**src/rtl/wb_port_arbiter_pkg.sv**
```systemverilog
// -----------------------------------------------------------------------------
// wb_port_arbiter_pkg
//   Shared constants, types and helpers for the register-file write-port
//   arbiter and its divider result queue.
//
//   Contents:
//     DEFAULT_XLEN          default register data width
//     DEFAULT_STARVE_LIMIT  default cycles a queued divider result may wait
//     DEFAULT_DIV_DEPTH     default divider result queue depth
//     REG_ADDR_W            register address width (x0..x31)
//     grant_e               owner of the write port in a given cycle
//     is_write_req()        "this is a real register write" qualifier
// -----------------------------------------------------------------------------
package wb_port_arbiter_pkg;

  localparam int DEFAULT_XLEN         = 32;
  localparam int DEFAULT_STARVE_LIMIT = 4;
  localparam int DEFAULT_DIV_DEPTH    = 2;
  localparam int REG_ADDR_W           = 5;

  // Who owns the register-file port this cycle.
  //   GRANT_NONE   : no write
  //   GRANT_PIPE   : in-order pipe result is written
  //   GRANT_DIV    : queue head is popped and written
  //   GRANT_RETIRE : stale queue head is popped without a write
  // A stale head may also be retired underneath GRANT_PIPE; that pop is
  // tracked separately because it does not use the port.
  typedef enum logic [1:0] {
    GRANT_NONE   = 2'd0,
    GRANT_PIPE   = 2'd1,
    GRANT_DIV    = 2'd2,
    GRANT_RETIRE = 2'd3
  } grant_e;

  // Writes to x0 are architecturally discarded, so they never count as a
  // request for the port.
  function automatic logic is_write_req(input logic                  we,
                                        input logic [REG_ADDR_W-1:0] addr);
    return we && (addr != '0);
  endfunction

endpackage

```
**src/rtl/wb_div_fifo.sv**
```systemverilog
// -----------------------------------------------------------------------------
// wb_div_fifo
//   Small ring-buffer queue holding divider results that are waiting for the
//   register-file write port. Each entry carries address, data, a valid bit
//   and a stale bit. A stale entry has been superseded by a younger pipe write
//   to the same register and must be retired without being written.
//
//   Ports:
//     clk, rst             clock, synchronous active-high reset
//     push, push_addr,
//     push_data            enqueue one entry (caller guarantees !full)
//     pop                  dequeue the head (ignored when empty)
//     mark_en, mark_addr   mark every valid entry with this address stale,
//                          including an entry being pushed in the same cycle
//     full, empty          occupancy flags
//     head_addr, head_data,
//     head_stale           head entry contents (meaningful when !empty)
// -----------------------------------------------------------------------------
module wb_div_fifo
  import wb_port_arbiter_pkg::*;
#(
  parameter int XLEN  = DEFAULT_XLEN,
  parameter int DEPTH = DEFAULT_DIV_DEPTH
) (
  input  logic                  clk,
  input  logic                  rst,
  input  logic                  push,
  input  logic [REG_ADDR_W-1:0] push_addr,
  input  logic [XLEN-1:0]       push_data,
  input  logic                  pop,
  input  logic                  mark_en,
  input  logic [REG_ADDR_W-1:0] mark_addr,
  output logic                  full,
  output logic                  empty,
  output logic [REG_ADDR_W-1:0] head_addr,
  output logic [XLEN-1:0]       head_data,
  output logic                  head_stale
);

  localparam int PTR_W = (DEPTH > 1) ? $clog2(DEPTH) : 1;

  logic [REG_ADDR_W-1:0] addr_q [DEPTH];
  logic [XLEN-1:0]       data_q [DEPTH];
  logic [DEPTH-1:0]      valid_q;
  logic [DEPTH-1:0]      stale_q;
  logic [PTR_W-1:0]      rd_ptr_q;
  logic [PTR_W-1:0]      wr_ptr_q;

  logic do_push;
  logic do_pop;

  function automatic logic [PTR_W-1:0] ptr_inc(input logic [PTR_W-1:0] p);
    return (p == PTR_W'(DEPTH - 1)) ? '0 : p + 1'b1;
  endfunction

  // In a ring with per-slot valid bits the queue is full exactly when the
  // slot the write pointer addresses is still occupied, and empty when the
  // slot the read pointer addresses is free.
  assign full       = valid_q[wr_ptr_q];
  assign empty      = !valid_q[rd_ptr_q];
  assign head_addr  = addr_q[rd_ptr_q];
  assign head_data  = data_q[rd_ptr_q];
  assign head_stale = stale_q[rd_ptr_q];

  assign do_push = push && !full;
  assign do_pop  = pop && !empty;

  // Control state. The push slot is never the pop slot (push needs a free
  // slot, pop needs an occupied one), so the per-slot updates do not collide.
  // The pop clear is written after the address-match marking so a head that
  // is retired this cycle leaves no stale bit behind.
  always_ff @(posedge clk) begin
    if (rst) begin
      valid_q  <= '0;
      stale_q  <= '0;
      rd_ptr_q <= '0;
      wr_ptr_q <= '0;
    end else begin
      for (int i = 0; i < DEPTH; i++) begin
        if (mark_en && valid_q[i] && (addr_q[i] == mark_addr)) begin
          stale_q[i] <= 1'b1;
        end
      end
      if (do_pop) begin
        valid_q[rd_ptr_q] <= 1'b0;
        stale_q[rd_ptr_q] <= 1'b0;
        rd_ptr_q          <= ptr_inc(rd_ptr_q);
      end
      if (do_push) begin
        valid_q[wr_ptr_q] <= 1'b1;
        // An arriving result is older than a pipe write accepted in the same
        // cycle, so it is born stale if the addresses match.
        stale_q[wr_ptr_q] <= mark_en && (mark_addr == push_addr);
        wr_ptr_q          <= ptr_inc(wr_ptr_q);
      end
    end
  end

  // Payload storage needs no reset; valid_q qualifies it.
  always_ff @(posedge clk) begin
    if (do_push) begin
      addr_q[wr_ptr_q] <= push_addr;
      data_q[wr_ptr_q] <= push_data;
    end
  end

endmodule

```
**src/rtl/wb_port_arbiter.sv**
```systemverilog
// -----------------------------------------------------------------------------
// wb_port_arbiter
//   Shares the single register-file write port between the in-order
//   mem/writeback path ("pipe") and the out-of-order iterative mul/div unit
//   ("div"). Divider results are buffered in wb_div_fifo; the pipe normally
//   wins the port, but a divider result that has waited STARVE_LIMIT cycles
//   preempts the pipe for one cycle. A divider result whose register was
//   overwritten by a younger pipe write is retired without writing.
//
//   Ports:
//     clk_i, rst_i                      clock, synchronous active-high reset
//     pipe_rd_addr_i/data_i/we_i        in-order write request
//     pipe_ready_o                      pipe write accepted (0 = stall)
//     div_valid_i, div_rd_addr_i,
//     div_data_i, div_ready_o           divider result channel
//     rd_addr_o, rd_data_o, rd_we_o     registered register-file write port
//
//   Handshakes:
//     div: a transfer happens on a rising edge where div_valid_i and
//       div_ready_o are both 1. div_ready_o depends only on queue occupancy
//       (never on div_valid_i); a producer holding valid must keep its
//       address/data stable until the transfer. Transfers to x0 complete
//       but are dropped.
//     pipe: a write request (we=1, addr!=0) is consumed on a rising edge
//       where pipe_ready_o=1; while pipe_ready_o=0 upstream holds its inputs.
// -----------------------------------------------------------------------------
module wb_port_arbiter
  import wb_port_arbiter_pkg::*;
#(
  parameter int XLEN         = DEFAULT_XLEN,
  parameter int STARVE_LIMIT = DEFAULT_STARVE_LIMIT,
  parameter int DIV_DEPTH    = DEFAULT_DIV_DEPTH
) (
  input  logic                  clk_i,
  input  logic                  rst_i,
  input  logic [REG_ADDR_W-1:0] pipe_rd_addr_i,
  input  logic [XLEN-1:0]       pipe_rd_data_i,
  input  logic                  pipe_rd_we_i,
  output logic                  pipe_ready_o,
  input  logic                  div_valid_i,
  input  logic [REG_ADDR_W-1:0] div_rd_addr_i,
  input  logic [XLEN-1:0]       div_data_i,
  output logic                  div_ready_o,
  output logic [REG_ADDR_W-1:0] rd_addr_o,
  output logic [XLEN-1:0]       rd_data_o,
  output logic                  rd_we_o
);

  localparam int AGE_W = $clog2(STARVE_LIMIT + 1);
  localparam logic [AGE_W-1:0] AGE_MAX = AGE_W'(STARVE_LIMIT);

  // Queue interface
  logic                  fifo_full;
  logic                  fifo_empty;
  logic [REG_ADDR_W-1:0] head_addr;
  logic [XLEN-1:0]       head_data;
  logic                  head_stale;
  logic                  div_push;
  logic                  head_pop;

  // Arbitration
  logic                  pipe_req;
  logic                  pipe_accept;
  grant_e                grant;
  logic                  wr_en;
  logic [REG_ADDR_W-1:0] wr_addr;
  logic [XLEN-1:0]       wr_data;

  // Starvation tracking
  logic [AGE_W-1:0]      age_q;
  logic [AGE_W-1:0]      age_d;
  logic                  starve_q;

  // ---------------------------------------------------------------------------
  // Divider queue
  // ---------------------------------------------------------------------------
  assign div_ready_o = !fifo_full;
  assign div_push    = div_valid_i && !fifo_full && (div_rd_addr_i != '0);

  assign pipe_req     = is_write_req(pipe_rd_we_i, pipe_rd_addr_i);
  assign pipe_ready_o = !starve_q;
  assign pipe_accept  = pipe_req && !starve_q;

  wb_div_fifo #(
    .XLEN  (XLEN),
    .DEPTH (DIV_DEPTH)
  ) u_div_fifo (
    .clk        (clk_i),
    .rst        (rst_i),
    .push       (div_push),
    .push_addr  (div_rd_addr_i),
    .push_data  (div_data_i),
    .pop        (head_pop),
    .mark_en    (pipe_accept),
    .mark_addr  (pipe_rd_addr_i),
    .full       (fifo_full),
    .empty      (fifo_empty),
    .head_addr  (head_addr),
    .head_data  (head_data),
    .head_stale (head_stale)
  );

  // ---------------------------------------------------------------------------
  // Grant: starved head > pipe > queued head. A stale head never needs the
  // port, so it is popped whenever it is at the head, even while the pipe
  // writes.
  // ---------------------------------------------------------------------------
  always_comb begin
    grant    = GRANT_NONE;
    head_pop = 1'b0;
    wr_en    = 1'b0;
    wr_addr  = pipe_rd_addr_i;
    wr_data  = pipe_rd_data_i;

    if (starve_q) begin
      head_pop = 1'b1;
      grant    = head_stale ? GRANT_RETIRE : GRANT_DIV;
    end else if (pipe_req) begin
      grant    = GRANT_PIPE;
      head_pop = !fifo_empty && head_stale;
    end else if (!fifo_empty) begin
      head_pop = 1'b1;
      grant    = head_stale ? GRANT_RETIRE : GRANT_DIV;
    end

    case (grant)
      GRANT_PIPE: begin
        wr_en = 1'b1;
      end
      GRANT_DIV: begin
        wr_en   = 1'b1;
        wr_addr = head_addr;
        wr_data = head_data;
      end
      default: begin
        wr_en = 1'b0;
      end
    endcase
  end

  // ---------------------------------------------------------------------------
  // Age of the current head: counts cycles a live head is passed over by the
  // pipe. A head that is not popped is always live (stale heads are popped
  // immediately), so "not popped and not empty" means "waiting".
  // ---------------------------------------------------------------------------
  always_comb begin
    age_d = age_q;
    if (head_pop || fifo_empty) begin
      age_d = '0;
    end else if (!head_stale && (age_q != AGE_MAX)) begin
      age_d = age_q + 1'b1;
    end
  end

  always_ff @(posedge clk_i) begin
    if (rst_i) begin
      age_q    <= '0;
      starve_q <= 1'b0;
    end else begin
      age_q    <= age_d;
      starve_q <= (age_d == AGE_MAX);
    end
  end

  // ---------------------------------------------------------------------------
  // Registered write port. Address/data hold their last value when no write
  // is granted; rd_we_o alone qualifies them.
  // ---------------------------------------------------------------------------
  always_ff @(posedge clk_i) begin
    if (rst_i) begin
      rd_we_o   <= 1'b0;
      rd_addr_o <= '0;
      rd_data_o <= '0;
    end else begin
      rd_we_o <= wr_en;
      if (wr_en) begin
        rd_addr_o <= wr_addr;
        rd_data_o <= wr_data;
      end
    end
  end

endmodule

```
**config.mk**
```make
export PLATFORM = sky130hd
export DESIGN_NAME = wb_port_arbiter
export DESIGN_NICKNAME = d
export VERILOG_FILES = /design/src/rtl/wb_port_arbiter_pkg.sv /design/src/rtl/wb_div_fifo.sv /design/src/rtl/wb_port_arbiter.sv
export SDC_FILE = /design/constraint.sdc
export NUM_CORES = 1
export LEC_CHECK = 0
export ABC_AREA = 1
export BUFFER_PORTS_ARGS = -buffer_cell sky130_fd_sc_hd__buf_2
export CAP_MARGIN = 15
export CORE_AREA = 2 2 117 119
export DETAILED_ROUTE_END_ITERATION = 10
export DIE_AREA = 0 0 119 121
export GPL_TIMING_DRIVEN = 1
export PLACE_DENSITY_LB_ADDON = 0.25
export SLEW_MARGIN = 25
export SYNTH_ARGS = -nofsm -noshare
export SYNTH_HDL_FRONTEND = slang
export SYNTH_HIERARCHICAL = 1
export SYNTH_SLANG_ARGS = --single-unit
```
**constraint.sdc**
```tcl
create_clock -name clk_i -period 2.7 [get_ports clk_i]
set_input_delay 0.135 -clock clk_i [delete_from_list [all_inputs] [get_ports clk_i]]
set_output_delay 0.135 -clock clk_i [all_outputs]
set_load 0.005 [all_outputs]
```
==> run_results.csv, run 1 <==
group,metric,value,unit
detailed_routing,dr_wl_met2,6.28,mm
logic_synthesis,netlist_area,5430,um2
die,fp-row-count,42,
clock_tree,cts_tree,"done",
power,powerDensity,722,nW/um2
placed_design,gp_congestion,0.785,
detailed_routing,drc,0,
detailed_routing,wl_per_cell,15.2,um
clock_tree,clockBufferDepth,2,
global_routing,overflow,0,
global_routing,track_usage,17.6,%
global_routing,antenna_found_initial,0,
logic_synthesis,syn-num-nets,529,
cells_and_area,final_common_cell,"buf_2",
sta,fin_skew,9.75,ps
cells_and_area,area_growth,33.6,%
sta,fin_setup_tns,0,ps
cells_and_area,fill_cells,1124,
global_routing,grt_max_degree,38,
detailed_routing,wl_met3,482,um
cells_and_area,drive_above_1_share,39.2,%
clock_tree,clk_pin_slew,60,ps
cells_and_area,layout_common_cells,"117 x buf_2, 74 x edfxtp_1, 57 x nand2_1",
logic_synthesis,ys_ff_latch,123,
die,initial_core_util,41.5,%
cells_and_area,fin_util,55.4,%
die,die_h,121,um
clock_tree,cts.sinks,123,
sta,slew_violations,0,
sta,hold_violations,0,
critical_path,crit_start,"u_div_fifo/rd_ptr_q$_SDFFE_PP0P_",
detailed_routing,vias,3889,
clock_tree,clkLatencyLatePin,400,ps
clock_tree,numCtsBuffers,17,
critical_path,criticalPathCategory,"flip-flop to flip-flop",
sta,max_freq,446,MHz
sta,rsz0062_at_grt,"no",
sta,fin_crit_sh,83.0,%
placed_design,post-dp-hpwl,8.22,mm
detailed_routing,routed_via_density,4.78,
power,irDropWorstVdd,423,uV
clock_tree,cts_max_level,4,
worst_hold_path,hold_path_class,"input port to flip-flop",
detailed_routing,ant_nets,0,
die,die_w,119,um
critical_path,worstReg2RegStart,"u_div_fifo/rd_ptr_q$_SDFFE_PP0P_",
worst_hold_path,min_from,"pipe_rd_data_i[2]",
cells_and_area,nets,706,
detailed_routing,drt_iter0_drc,153,
clock_tree,post_cts_resized,0,
sta,min_period,2240,ps
detailed_routing,met1Wirelength,5.45,mm
run,max-cap-violations,0,
detailed_routing,dr.pass1.iters,4,
outcome,status,"finished clean",
sta,worst_slew_pin_slew,563,ps
placed_design,io_buffers,117,
clock_tree,cts_root_buffer,"clkbuf_16",
global_routing,grt_pass1_wl,19.8,mm
detailed_routing,wl,12.3,mm
critical_path,endpoint_kind,"flip-flop",
logic_synthesis,synth.avg_cell_area,12.1,um2
logic_synthesis,synth-seq-area-share,59.0,%
die,core_area,13100,um2
detailed_routing,top_layer,"met4",
critical_path,arrival,2510,ps
cells_and_area,diodes,0,
critical_path,path_max_fanout,15,
global_routing,grt_pass1_vias,4077,
logic_synthesis,synth_cell_types,31,
die,io-pin-count,118,
sta,slew_headroom,62.5,%
logic_synthesis,synth_warnings,6,
critical_path,critPathRequiredTime,2970,ps
logic_synthesis,syn_inst,448,
die,dieArea,14400,um2
sta,setup_viol,0,
power,p_leak,2.86,nW
critical_path,startpoint_type,"flip-flop",
[worst paths after layout]
kind | endpoint | slack [ps] | cells after the start
worst max-delay path | rd_data_o[22]$_SDFFE_PP0P_ | 460 | 7
worst min-delay path | rd_data_o[2]$_SDFFE_PP0P_ | 10 | 3
worst min register to register | rd_data_o[23]$_SDFFE_PP0P_ | 470 | 2
worst max register to register | rd_data_o[22]$_SDFFE_PP0P_ | 460 | 7
[routing by layer]
layer | vias up | track usage (%)
met4 | 0 | 5.65
li1 | 1939 | -
met2 | 95 | 31.9
met3 | 8 | 4.18
met1 | 1847 | 20.6
met5 | - | 0
[layout make-up]
| type | count | area [um2] | area share (%) |
|---|---|---|---|
| clock inverters | 14 | 123 | 1.69 |
| multi-input cells | 266 | 1880 | 26.0 |
| flip-flops and latches | 123 | 3200 | 44.2 |
| well taps | 176 | 220 | 3.04 |
| inverters | 39 | 149 | 2.05 |
| clock buffers | 18 | 429 | 5.92 |
| repair buffers | 178 | 1240 | 17.1 |
[state kept, by name (all words and copies together), names as in the netlist, named ones only]
name / cells
rd_we_o: 1
rd_addr_o: 5
u_div_fifo/data_q: 64
u_div_fifo/addr_q: 10
u_div_fifo/wr_ptr_q: 1
u_div_fifo/rd_ptr_q: 1
starve_q: 1
u_div_fifo/valid_q: 2
age_q: 3
rd_data_o: 32
u_div_fifo/stale_q: 2
[synth_stat cells]
master	instances	area, um2
mux2i_1	36	360
nor3_2	1	10.0
inv_4	1	6.26
nor3_4	1	16.3
nand2_4	1	11.3
ha_1	3	37.5
nor2_4	1	11.3
o21ai_0	11	55.1
mux2_2	32	360
o31ai_1	1	7.51
nand3_2	21	210
inv_2	8	30.0
nand2_2	3	18.8
nand3_1	25	125
nor2_1	16	60.1
buf_12	2	40.0
a21oi_2	1	8.76
buf_6	7	78.8
inv_1	30	113
nand2_1	57	214
o21bai_1	1	7.51
buf_2	3	15.0
o21ai_2	20	175
nor3_1	3	15.0
dfxtp_1	49	981
xor2_2	1	16.3
o21ai_1	19	95.1
nand4_1	3	18.8
edfxtp_1	74	2220
buf_4	8	60.1
a21oi_1	9	45.0
[metrics by stage]
step           power (mW)  setup WS [ps]  area (um2)  instances  hold WS (ps)
6_report             5.23            458        7250        814          11.2
4_1_cts              5.30            489        7240        813         0.622
2_1_floorplan        2.84            741        5430        448           204
3_3_place_gp         3.11            635        6160        729           324
3_5_place_dp         3.14            492        6160        729           327
5_1_grt              5.46            234        7250        814          10.9
[critical path: stages (launching register included)]
cell and delay (ps):
dfxtp_1 340, o21ai_0 300, nand2_1 140, a21oi_1 220, ha_2 530, buf_12 240, mux2i_1 270, o21ai_2 70
[repair_timing]
item                                    4_1_cts  5_1_grt
endpoints found under the setup margin        0        0
hold buffers                                 52        1
endpoints found under the hold margin        89        1
setup buffers                                 0        0
[where the power goes]
group | switching (mW) | internal [mW]
Combinational | 0.457 | 0.369
Clock | 0.825 | 1.26
Sequential | 0.0870 | 2.23
Total | 1.37 | 3.86
[cells by family after synthesis]
group | Yosys count | synth area share, %
mux | 68 | 13.3
simple gates | 132 | 13.1
compound gates | 62 | 7.26
buf+inv | 59 | 6.32
flops | 123 | 59.0
xor+xnor | 1 | 0.300
fa+ha+maj | 3 | 0.692
Note: power is estimated with default switching activity, not from simulation.
==> run 2, diff against run 1 <==
clock period = 2.05 ns   (was 2.7 ns; I/O delays follow)
==> run 2 against run 1 <==
Net effect: die area unchanged; power up 38%; sequential power up 32%; cell count up 2.7%; flip-flop and latch count unchanged; global-route usage about the same; non-clock buffer count up 23; critical endpoint is now rd_addr_o[4]$_SDFFE_PP0P_; clock power up 45%; first-iteration DRC count up 43%; register-to-register slack worse by 250 ps; critical path type unchanged; combinational power up 39%; critical path depth up 4.
==> run_results.csv, run 2 (same netlist as run 1, synthesis figures left out) <==
group,metric,value,unit
die,fp-row-count,42,
sta,worst_slew_pin_slew,567,ps
sta,slew_violations,0,
sta,fin_setup_tns,0,ps
detailed_routing,ant_nets,0,
clock_tree,postCtsSetupBuffers,0,
sta,fin_skew,6.42,ps
clock_tree,cts_root_buffer,"clkbuf_16",
cells_and_area,area_growth,39.2,%
sta,max_freq,544,MHz
critical_path,endpoint_kind,"flip-flop",
clock_tree,cts.sinks,123,
worst_hold_path,min_from,"pipe_rd_addr_i[4]",
cells_and_area,largest_register_ffs,64,
cells_and_area,final_common_cell,"buf_2",
placed_design,dp.cells,736,
cells_and_area,layout_common_cells,"117 x buf_2, 74 x edfxtp_1, 69 x dlygate4sd3_1",
cells_and_area,drive_above_1_share,38.3,%
critical_path,arrival,2130,ps
critical_path,path_max_fanout,11,
critical_path,startpoint_type,"flip-flop",
power,p_leak,3.01,nW
die,io-pin-count,118,
critical_path,criticalPathCategory,"flip-flop to flip-flop",
global_routing,grt_pass1_wl,19.4,mm
outcome,status,"finished clean",
cells_and_area,reg_top3,"u_div_fifo/data_q x64, rd_data_o x32, u_div_fifo/addr_q x10",
placed_design,io_buffers,117,
detailed_routing,dr.pass1.iters,5,
cells_and_area,final_area,7550,um2
sta,fin_crit_sh,89.7,%
cells_and_area,diodes,0,
detailed_routing,wl,12.3,mm
placed_design,post_dp_cell_area,6250,um2
detailed_routing,drt_iter0_drc,219,
die,initial_core_util,41.5,%
die,core_area,13100,um2
sta,hold_violations,0,
detailed_routing,vias,4008,
power,irDropWorstVdd,464,uV
cells_and_area,nets,729,
cells_and_area,instances_no_fill,836,
global_routing,antenna_found_initial,0,
clock_tree,numCtsBuffers,17,
global_routing,overflow,0,
global_routing,track_usage,17.6,%
power,powerDensity,960,nW/um2
run,max-cap-violations,0,
sta,rsz0062_at_grt,"no",
critical_path,worstReg2RegStart,"u_div_fifo/valid_q[1]$_SDFF_PP0_",
critical_path,crit_start,"u_div_fifo/valid_q[1]$_SDFF_PP0_",
detailed_routing,wl_per_cell,14.7,um
die,die_h,121,um
critical_path,critPathRequiredTime,2340,ps
placed_design,post-dp-hpwl,8.31,mm
die,die_w,119,um
global_routing,grt_max_degree,28,
die,dieArea,14400,um2
clock_tree,clk_pin_slew,50,ps
sta,slew_headroom,62.2,%
detailed_routing,routed_via_density,4.79,
clock_tree,clockBufferDepth,2,
global_routing,grt_pass1_vias,3963,
sta,setup_viol,0,
sta,min_period,1840,ps
clock_tree,cts_max_level,4,
clock_tree,cts_tree,"done",
clock_tree,clkLatencyLatePin,400,ps
placed_design,gp_congestion,0.870,
cells_and_area,largest_register,"u_div_fifo/data_q",
detailed_routing,drc,0,
worst_hold_path,hold_path_class,"input port to flip-flop",
[run 2: cell types whose count changed in the layout (fill, tap and decap cells not counted), moves of 2 or more]
cell / previous run / this run
clkinvlp_4: 4 / 2
clkinv_2: 3 / 0
bufinv_16: 1 / 4
dlygate4sd3_1: 53 / 69
buf_4: 3 / 7
buf_12: 5 / 8
clkinv_4: 3 / 0
clkbuf_1: 1 / 5
[run 2: layout make-up]
cell class	count	area [um2]
Clock buffer	23	458
Clock inverter	8	143
Fill cell	1067	5530
Inverter	39	151
Multi-Input combinational cell	266	1890
Sequential cell	123	3210
Tap cell	176	220
Timing Repair Buffer	201	1490
[run 2: final timing paths]
check	to	cells past startpoint	slack (ps)
setup / recovery	rd_addr_o[4]$_SDFFE_PP0P_	11	210
hold / removal	rd_addr_o[4]$_SDFFE_PP0P_	3	60
setup reg to reg	rd_addr_o[4]$_SDFFE_PP0P_	11	210
hold reg to reg	rd_data_o[19]$_SDFFE_PP0P_	2	460
[run 2: power by group]
group | internal [mW] | leakage, nW | switching, mW
registers | 2.94 | 1.09 | 0.118
clock network | 2.05 | 0.283 | 0.987
logic | 0.543 | 1.64 | 0.608
total | 5.54 | 3.01 | 1.71
[run 2: timing repair]
| action | in CTS | in global routing |
|---|---|---|
| endpoints found under the setup margin | 0 | 37 |
| hold endpoints to repair | 106 | 0 |
| hold buffers | 69 | 0 |
| resized for setup | 0 | 4 |
[run 2: layer usage]
layer	vias to the layer above	GRT usage (%)	wire (um)
met5	-	0	0
met1	1898	21.6	5530
met3	14	4.37	534
li1	1979	-	-
met4	0	6.85	168
met2	117	30.0	6040
[run 2: stage by stage]
stage	utilization (%)	total power [mW]	setup WS, ps	hold WS (ps)
final	57.7	7.25	212	56.2
after global routing	57.7	7.57	33.1	52.2
after CTS	57.7	7.33	63.8	38.7
after detailed placement	47.8	4.17	77.8	295
after global placement	47.8	4.14	154	290
after floorplan	-	3.74	90.9	172
[run 2: critical path: stages, from the launching register on]
cell,delay [ps]
dfxtp_1,330
inv_2,70
nand2_1,50
o21ai_1,120
nand2_1,120
nand2_1,130
inv_1,60
ha_2,390
nor2_4,70
inv_6,150
buf_12,160
o21ai_1,70
